$ cat src/rtl/div_hilo_ctrl_if.sv
// EX-side operation/HI-LO bus plus the divider start/result handshake of div_hilo_ctrl.
// master = EX stage and divider, slave = the controller.
interface div_hilo_ctrl_if;
    logic        op_valid;
    logic [1:0]  op_code;
    logic [31:0] op_a;
    logic [31:0] op_b;
    logic        flush;
    logic        stall;
    logic [31:0] hi;
    logic [31:0] lo;
    logic        div_start;
    logic        div_signed;
    logic [31:0] div_a;
    logic [31:0] div_b;
    logic [63:0] div_result;
    logic        div_ready;
    logic        div_err;

    modport master (
        output op_valid, op_code, op_a, op_b, flush, div_result, div_ready,
        input  stall, hi, lo, div_start, div_signed, div_a, div_b, div_err
    );

    modport slave (
        input  op_valid, op_code, op_a, op_b, flush, div_result, div_ready,
        output stall, hi, lo, div_start, div_signed, div_a, div_b, div_err
    );
endinterface

$ cat src/rtl/div_hilo_ctrl.sv
// HI/LO issue/writeback controller for the iterative divider: divides retire ~9 cycles after accept, MTHI/MTLO in 1; EX stalled while a divide is in flight.
// Optional DIV_ZERO_BYPASS_EN: x/0 retires in IDLE (hi=x, lo=all-ones) without starting the divider.
module div_hilo_ctrl #(
    parameter int DIV_TIMEOUT = 15
) (
    input  logic           clk,
    input  logic           rst,
    div_hilo_ctrl_if.slave bus
);

    typedef enum logic [1:0] {
        IDLE  = 2'd0,
        BUSY  = 2'd1,
        DRAIN = 2'd2
    } state_t;

    localparam int            TW       = $clog2(DIV_TIMEOUT + 1);
    localparam logic [TW-1:0] TMO_LAST = TW'(DIV_TIMEOUT - 1);

    state_t        state_q, state_d;
    logic [TW-1:0] tmo_q, tmo_d;
    logic [31:0]   hi_q, lo_q;
    logic [31:0]   div_a_q, div_b_q;
    logic          signed_q;
    logic          err_q;

    logic accept;
    logic is_div;
    logic zero_bypass;
    logic div_accept;
    logic mt_accept;
    logic in_flight;
    logic timeout;
    logic retire;

    always_comb begin
        accept    = bus.op_valid & (state_q == IDLE) & ~bus.flush;
        is_div    = ~bus.op_code[1];
`ifdef DIV_ZERO_BYPASS_EN
        zero_bypass = accept & is_div & (bus.op_b == 32'd0);
`else
        zero_bypass = 1'b0;
`endif
        div_accept = accept & is_div & ~zero_bypass;
        mt_accept  = accept & ~is_div;
        in_flight  = (state_q == BUSY) | (state_q == DRAIN);
        timeout    = in_flight & ~bus.div_ready & (tmo_q == TMO_LAST);
        // A completed divide retires even if flush arrives in the same cycle.
        retire     = (state_q == BUSY) & bus.div_ready;
    end

    always_ff @(posedge clk or posedge rst) begin
        if (rst) begin
            state_q <= IDLE;
            tmo_q   <= '0;
        end else begin
            state_q <= state_d;
            tmo_q   <= tmo_d;
        end
    end

    always_comb begin
        state_d = state_q;
        tmo_d   = tmo_q;
        case (state_q)
            IDLE: begin
                tmo_d = '0;
                if (div_accept) begin
                    state_d = BUSY;
                end
            end
            BUSY: begin
                if (bus.div_ready || timeout) begin
                    state_d = IDLE;
                    tmo_d   = '0;
                end else if (bus.flush) begin
                    // Start must stay high until the divider finishes, so drain it.
                    state_d = DRAIN;
                    tmo_d   = '0;
                end else begin
                    tmo_d = tmo_q + TW'(1);
                end
            end
            DRAIN: begin
                if (bus.div_ready || timeout) begin
                    state_d = IDLE;
                    tmo_d   = '0;
                end else begin
                    tmo_d = tmo_q + TW'(1);
                end
            end
            default: begin
                state_d = IDLE;
                tmo_d   = '0;
            end
        endcase
    end

    always_ff @(posedge clk or posedge rst) begin
        if (rst) begin
            hi_q <= '0;
            lo_q <= '0;
        end else if (retire) begin
            hi_q <= bus.div_result[63:32];
            lo_q <= bus.div_result[31:0];
        end else if (zero_bypass) begin
            hi_q <= bus.op_a;
            lo_q <= '1;
        end else if (mt_accept) begin
            if (bus.op_code[0]) begin
                lo_q <= bus.op_a;
            end else begin
                hi_q <= bus.op_a;
            end
        end
    end

    always_ff @(posedge clk or posedge rst) begin
        if (rst) begin
            div_a_q  <= '0;
            div_b_q  <= '0;
            signed_q <= 1'b0;
        end else if (div_accept) begin
            div_a_q  <= bus.op_a;
            div_b_q  <= bus.op_b;
            signed_q <= bus.op_code[0];
        end
    end

    always_ff @(posedge clk or posedge rst) begin
        if (rst) begin
            err_q <= 1'b0;
        end else if (timeout) begin
            err_q <= 1'b1;
        end
    end

    // Start drops combinationally with ready so the divider does not relaunch.
    assign bus.div_start  = in_flight & ~bus.div_ready;
    assign bus.stall      = bus.op_valid & ((state_q != IDLE) | div_accept);
    assign bus.hi         = hi_q;
    assign bus.lo         = lo_q;
    assign bus.div_a      = div_a_q;
    assign bus.div_b      = div_b_q;
    assign bus.div_signed = signed_q;
    assign bus.div_err    = err_q;

endmodule
$ cat src/flat_wrapper.sv
// flat-port wrapper written by rule: the top's interface ports become plain ports
module div_hilo_ctrl_flat 
#(
    parameter int DIV_TIMEOUT = 15
)
  (clk, rst, bus_op_valid, bus_op_code, bus_op_a, bus_op_b, bus_flush, bus_div_result, bus_div_ready, bus_stall, bus_hi, bus_lo, bus_div_start, bus_div_signed, bus_div_a, bus_div_b, bus_div_err);
  div_hilo_ctrl_if bus_i ();
  input  logic clk;
  input  logic rst;
  input wire logic [$bits(bus_i.op_valid)-1:0] bus_op_valid;
  input wire logic [$bits(bus_i.op_code)-1:0] bus_op_code;
  input wire logic [$bits(bus_i.op_a)-1:0] bus_op_a;
  input wire logic [$bits(bus_i.op_b)-1:0] bus_op_b;
  input wire logic [$bits(bus_i.flush)-1:0] bus_flush;
  input wire logic [$bits(bus_i.div_result)-1:0] bus_div_result;
  input wire logic [$bits(bus_i.div_ready)-1:0] bus_div_ready;
  output wire logic [$bits(bus_i.stall)-1:0] bus_stall;
  output wire logic [$bits(bus_i.hi)-1:0] bus_hi;
  output wire logic [$bits(bus_i.lo)-1:0] bus_lo;
  output wire logic [$bits(bus_i.div_start)-1:0] bus_div_start;
  output wire logic [$bits(bus_i.div_signed)-1:0] bus_div_signed;
  output wire logic [$bits(bus_i.div_a)-1:0] bus_div_a;
  output wire logic [$bits(bus_i.div_b)-1:0] bus_div_b;
  output wire logic [$bits(bus_i.div_err)-1:0] bus_div_err;
  assign bus_i.op_valid = bus_op_valid;
  assign bus_i.op_code = bus_op_code;
  assign bus_i.op_a = bus_op_a;
  assign bus_i.op_b = bus_op_b;
  assign bus_i.flush = bus_flush;
  assign bus_i.div_result = bus_div_result;
  assign bus_i.div_ready = bus_div_ready;
  assign bus_stall = bus_i.stall;
  assign bus_hi = bus_i.hi;
  assign bus_lo = bus_i.lo;
  assign bus_div_start = bus_i.div_start;
  assign bus_div_signed = bus_i.div_signed;
  assign bus_div_a = bus_i.div_a;
  assign bus_div_b = bus_i.div_b;
  assign bus_div_err = bus_i.div_err;
  div_hilo_ctrl #(.DIV_TIMEOUT(DIV_TIMEOUT)) u_core (.clk(clk), .rst(rst), .bus(bus_i));
endmodule
$ cat config.mk
export PLATFORM = sky130hd
export DESIGN_NAME = div_hilo_ctrl_flat
export DESIGN_NICKNAME = d
export VERILOG_FILES = /design/src/rtl/div_hilo_ctrl_if.sv /design/src/rtl/div_hilo_ctrl.sv /design/src/flat_wrapper.sv
export SDC_FILE = /design/constraint.sdc
export NUM_CORES = 1
export LEC_CHECK = 0
export BUFFER_PORTS_ARGS = -buffer_cell sky130_fd_sc_hd__buf_2
export CORE_MARGIN = 4
export CORE_UTILIZATION = 47
export CTS_CLUSTER_DIAMETER = 200
export DETAILED_ROUTE_END_ITERATION = 6
export GPL_ROUTABILITY_DRIVEN = 0
export PLACE_DENSITY = 0.81
export SLEW_MARGIN = 20
export SYNTH_ARGS = -nofsm -noshare
export SYNTH_HDL_FRONTEND = slang
export SYNTH_SLANG_ARGS = --single-unit
$ cat constraint.sdc
create_clock -name clk -period 5.2 [get_ports clk]
set_input_delay 1.04 -clock clk [delete_from_list [all_inputs] [get_ports clk]]
set_output_delay 1.04 -clock clk [all_outputs]
set_load 0.05 [all_outputs]
==> run_summary.xml <==
<?xml version="1.0" encoding="UTF-8"?>
<metrics>
  <group name="status">
    <metric name="outcome" unit="">finished clean</metric>
  </group>
  <group name="timing">
    <metric name="period_needed" unit="ns">3.07</metric>
    <metric name="rsz0062_at_grt" unit="">no</metric>
    <metric name="timing.fmax" unit="MHz">326</metric>
    <metric name="clock_skew" unit="ns">0.00466</metric>
    <metric name="number_of_failing_setup_endpoints_in_the_final_timing_report" unit="">0</metric>
    <metric name="hold_slack" unit="ns">0.461</metric>
    <metric name="tns_setup" unit="ns">0</metric>
    <metric name="final_hold_viol_count" unit="">0</metric>
    <metric name="final.period_utilization" unit="">0.590</metric>
    <metric name="worst_tran_pin_value" unit="ns">0.908</metric>
    <metric name="slew-limit-headroom" unit="">0.394</metric>
    <metric name="slew_viol_final" unit="">0</metric>
  </group>
  <group name="worst_setup_path">
    <metric name="crit_path_start_kind" unit="">input port</metric>
    <metric name="critical_register_to_register_path_startpoint" unit="">u_core.state_q[0]</metric>
    <metric name="cp-endpoint" unit="">bus_stall</metric>
    <metric name="reg2reg_setup_slack" unit="ns">2.94</metric>
    <metric name="crit_arrival" unit="ns">2.03</metric>
    <metric name="ws_path_type" unit="">in2out</metric>
    <metric name="rr_worst_depth" unit="">6</metric>
    <metric name="setup.worst_path.end_class" unit="">primary output</metric>
    <metric name="worst_setup_path_startpoint" unit="">bus_flush</metric>
    <metric name="worst_path_required" unit="ns">4.16</metric>
    <metric name="crit_path_max_fanout" unit="">6</metric>
    <metric name="r2r-end" unit="">u_core.bus.hi[13]</metric>
  </group>
  <group name="final_layout">
    <metric name="most-common-layout-cells" unit="">sky130_fd_sc_hd__buf_2 (266), sky130_fd_sc_hd__dfrtp_1 (136), sky130_fd_sc_hd__nand2_1 (131), sky130_fd_sc_hd__nor2_1 (65), sky130_fd_sc_hd__mux2_2 (65)</metric>
    <metric name="areaGrowthSynthToFinish" unit="%">35.2</metric>
    <metric name="multi_input_area" unit="µm²">2150</metric>
    <metric name="total_of_fill_cells_in_the_finished_design" unit="">965</metric>
    <metric name="final_layout_size_suffix_gt1_frac" unit="">0.464</metric>
    <metric name="final-seq-area" unit="µm²">3400</metric>
    <metric name="layout.core_utilization" unit="">0.646</metric>
    <metric name="fin_nets" unit="">932</metric>
    <metric name="mostFrequentLayoutCell" unit="">sky130_fd_sc_hd__buf_2</metric>
  </group>
  <group name="yosys">
    <metric name="ys_top_cells_by_area" unit="">sky130_fd_sc_hd__dfrtp_1 (60%), sky130_fd_sc_hd__mux2_2 (13%), sky130_fd_sc_hd__nand2_1 (8.7%), sky130_fd_sc_hd__a31oi_1 (7.0%), sky130_fd_sc_hd__nor2_1 (4.3%)</metric>
    <metric name="synth_cells" unit="">534</metric>
    <metric name="netlist.top_cell.by_area" unit="">sky130_fd_sc_hd__dfrtp_1</metric>
    <metric name="synth_seq_cells" unit="">136</metric>
    <metric name="yosys.area.top_type_share" unit="">0.596</metric>
    <metric name="synth_cell_type_count" unit="">29</metric>
    <metric name="net_count_synth" unit="">675</metric>
    <metric name="synth_seq_area_share" unit="">0.596</metric>
    <metric name="ys_warn_count" unit="">0</metric>
    <metric name="synth_area" unit="µm²">5710</metric>
    <metric name="post_synthesis_average_cell_area" unit="µm²">10.7</metric>
  </group>
  <group name="pwr">
    <metric name="power_density" unit="nW/µm²">814</metric>
    <metric name="total_leakage_power" unit="nW">3.88</metric>
    <metric name="power.total" unit="mW">6.28</metric>
    <metric name="ir_worst_vdd" unit="mV">0.507</metric>
  </group>
  <group name="floorplanning">
    <metric name="die-area" unit="µm²">14000</metric>
    <metric name="area_inside_the_core_boundary" unit="µm²">12000</metric>
    <metric name="floorplan.initialDensity" unit="">0.478</metric>
    <metric name="die_w" unit="µm">118</metric>
    <metric name="io_pins" unit="">267</metric>
    <metric name="die_height" unit="µm">118</metric>
    <metric name="placement_rows" unit="">40</metric>
  </group>
  <group name="flow_run">
    <metric name="max_cap_violations" unit="">0</metric>
  </group>
  <group name="clock_tree">
    <metric name="clock_latency_reported_for_the_late_side_of_the_worst_skew_pair" unit="ns">0.41</metric>
    <metric name="htreeDepth" unit="">4</metric>
    <metric name="cts_root_buf" unit="">sky130_fd_sc_hd__clkbuf_16</metric>
    <metric name="postCtsSetupBuffers" unit="">0</metric>
    <metric name="numClockSinks" unit="">136</metric>
    <metric name="cts_resized" unit="">0</metric>
    <metric name="ctsLongestPathBuffers" unit="">2</metric>
    <metric name="tritoncts" unit="">yes</metric>
    <metric name="cts.hold.buffers_added" unit="">0</metric>
    <metric name="clkSlewWorstSetupHoldPaths" unit="ns">0.05</metric>
    <metric name="cts_made_buffers" unit="">17</metric>
  </group>
  <group name="drt">
    <metric name="drtAntennaViolNets" unit="">0</metric>
    <metric name="drt_iter0_drc" unit="">505</metric>
    <metric name="detail_route.first_pass.iterations" unit="">5</metric>
    <metric name="routed_len_inst" unit="µm">17.2</metric>
    <metric name="drt_wirelength" unit="µm">16400</metric>
    <metric name="drc_viols" unit="">0</metric>
    <metric name="detailroute.via_count" unit="">5011</metric>
    <metric name="route.detailed.vias_per_inst" unit="">5.26</metric>
  </group>
  <group name="global_routing">
    <metric name="wire_length_of_the_first_global_routing_pass" unit="µm">25900</metric>
    <metric name="top_usage_layer" unit="">met2</metric>
    <metric name="grt_use_met1" unit="">0.281</metric>
    <metric name="grt.total_usage" unit="">0.235</metric>
    <metric name="first_global_vias" unit="">5095</metric>
    <metric name="grt_remaining_overflow" unit="">0</metric>
    <metric name="global_route.usage.met3" unit="">0.0722</metric>
    <metric name="antenna_found_initial" unit="">1</metric>
    <metric name="grt_max_degree" unit="">100</metric>
    <metric name="grt_util_met2" unit="">0.390</metric>
  </group>
  <group name="place">
    <metric name="place_hpwl" unit="µm">11800</metric>
    <metric name="io_buffers" unit="">266</metric>
  </group>
  <group name="min_path">
    <metric name="hold_class" unit="">reg2reg</metric>
  </group>
</metrics>
==> registers in the layout, summed over array words and instances (netlist names) <==
name	flops
u_core.tmo_q	4
u_core.state_q	2
u_core.bus.div_signed	1
u_core.bus.div_err	1
u_core.bus.lo	32
u_core.bus.div_a	32
u_core.bus.div_b	32
u_core.bus.hi	32
==> Yosys cell counts (all sizes together) <==
master	n
dfrtp	136
nand2	132
mux2	66
nor2	65
a31oi	64
buf	20
clkbuf	15
ha	6
a21oi	5
inv	5
nor3	3
o21ai	3
nor2b	2
a211oi	1
a21boi	1
a21o	1
a22oi	1
a41oi	1
and2	1
and2b	1
and3	1
and4b	1
nand2b	1
nand4b	1
or3b	1
==> layer usage <==
metal	up-vias	share of wire
met5	-	0
met1	2396	0.40
met4	0	0.026
li1	2345	-
met3	28	0.077
met2	242	0.49
==> worst max-delay path, stage by stage <==
cell and delay [ns]:
sky130_fd_sc_hd__buf_2 0.13, sky130_fd_sc_hd__or3b_4 0.40, sky130_fd_sc_hd__a21boi_0 0.17, sky130_fd_sc_hd__buf_2 0.29
==> report_power, final <==
group / total, mW / switching (mW) / internal (mW)
registers: 1.84 / 0.261 / 1.58
logic: 3.28 / 2.50 / 0.785
clock network: 1.16 / 0.424 / 0.741
total: 6.28 / 3.18 / 3.10
==> logic make-up (layout without fill, tap and decap cells) <==
| kind of cell | Yosys count | in the layout | synth area share |
|---|---|---|---|
| other | 0 | 1 | 0 |
| multiplexers | 66 | 66 | 0.130 |
| flip-flops | 136 | 136 | 0.596 |
| AND/OR/NAND/NOR | 209 | 209 | 0.144 |
| AO/OA/AOI/OAI | 77 | 77 | 0.0848 |
| buffers and inverters | 40 | 310 | 0.0318 |
| adder cells (fa/ha/maj) | 6 | 6 | 0.0131 |
==> metrics by stage <==
stage	area (µm²)	setup slack, ns	instances
after floorplan	5710	0.521	534
after global placement	7140	2.13	919
after detailed placement	7140	2.14	919
after CTS	7720	2.13	951
after global routing	7720	2.12	952
final	7720	2.13	952
==> how the worst min path moves through the flow <==
| stage | slack [ns] | cells past startpoint | start | end |
|---|---|---|---|---|
| 6_report | 0.46 | 1 | u_core.bus.div_err | u_core.bus.div_err |
| 5_1_grt | 0.48 | 1 | u_core.bus.div_err | u_core.bus.div_err |
| 4_1_cts | 0.46 | 1 | u_core.bus.div_err | u_core.bus.div_err |
| 3_5_place_dp | 0.45 | 1 | u_core.bus.div_err | u_core.bus.div_err |
| 3_3_place_gp | 0.44 | 1 | u_core.bus.div_err | u_core.bus.div_err |
| 2_1_floorplan | 0.48 | 1 | u_core.tmo_q[0] | u_core.tmo_q[0] |
==> area by class of cell <==
| type | instances | share of cell area |
|---|---|---|
| repair buffers | 273 | 0.179 |
| diodes | 1 | 0.000324 |
| clock buffers | 24 | 0.0624 |
| clock inverters | 8 | 0.0123 |
| inverters | 5 | 0.00308 |
| well taps | 147 | 0.0238 |
| flip-flops and latches | 136 | 0.441 |
| multi-input cells | 358 | 0.278 |
Power figures use the tool's default switching activity.
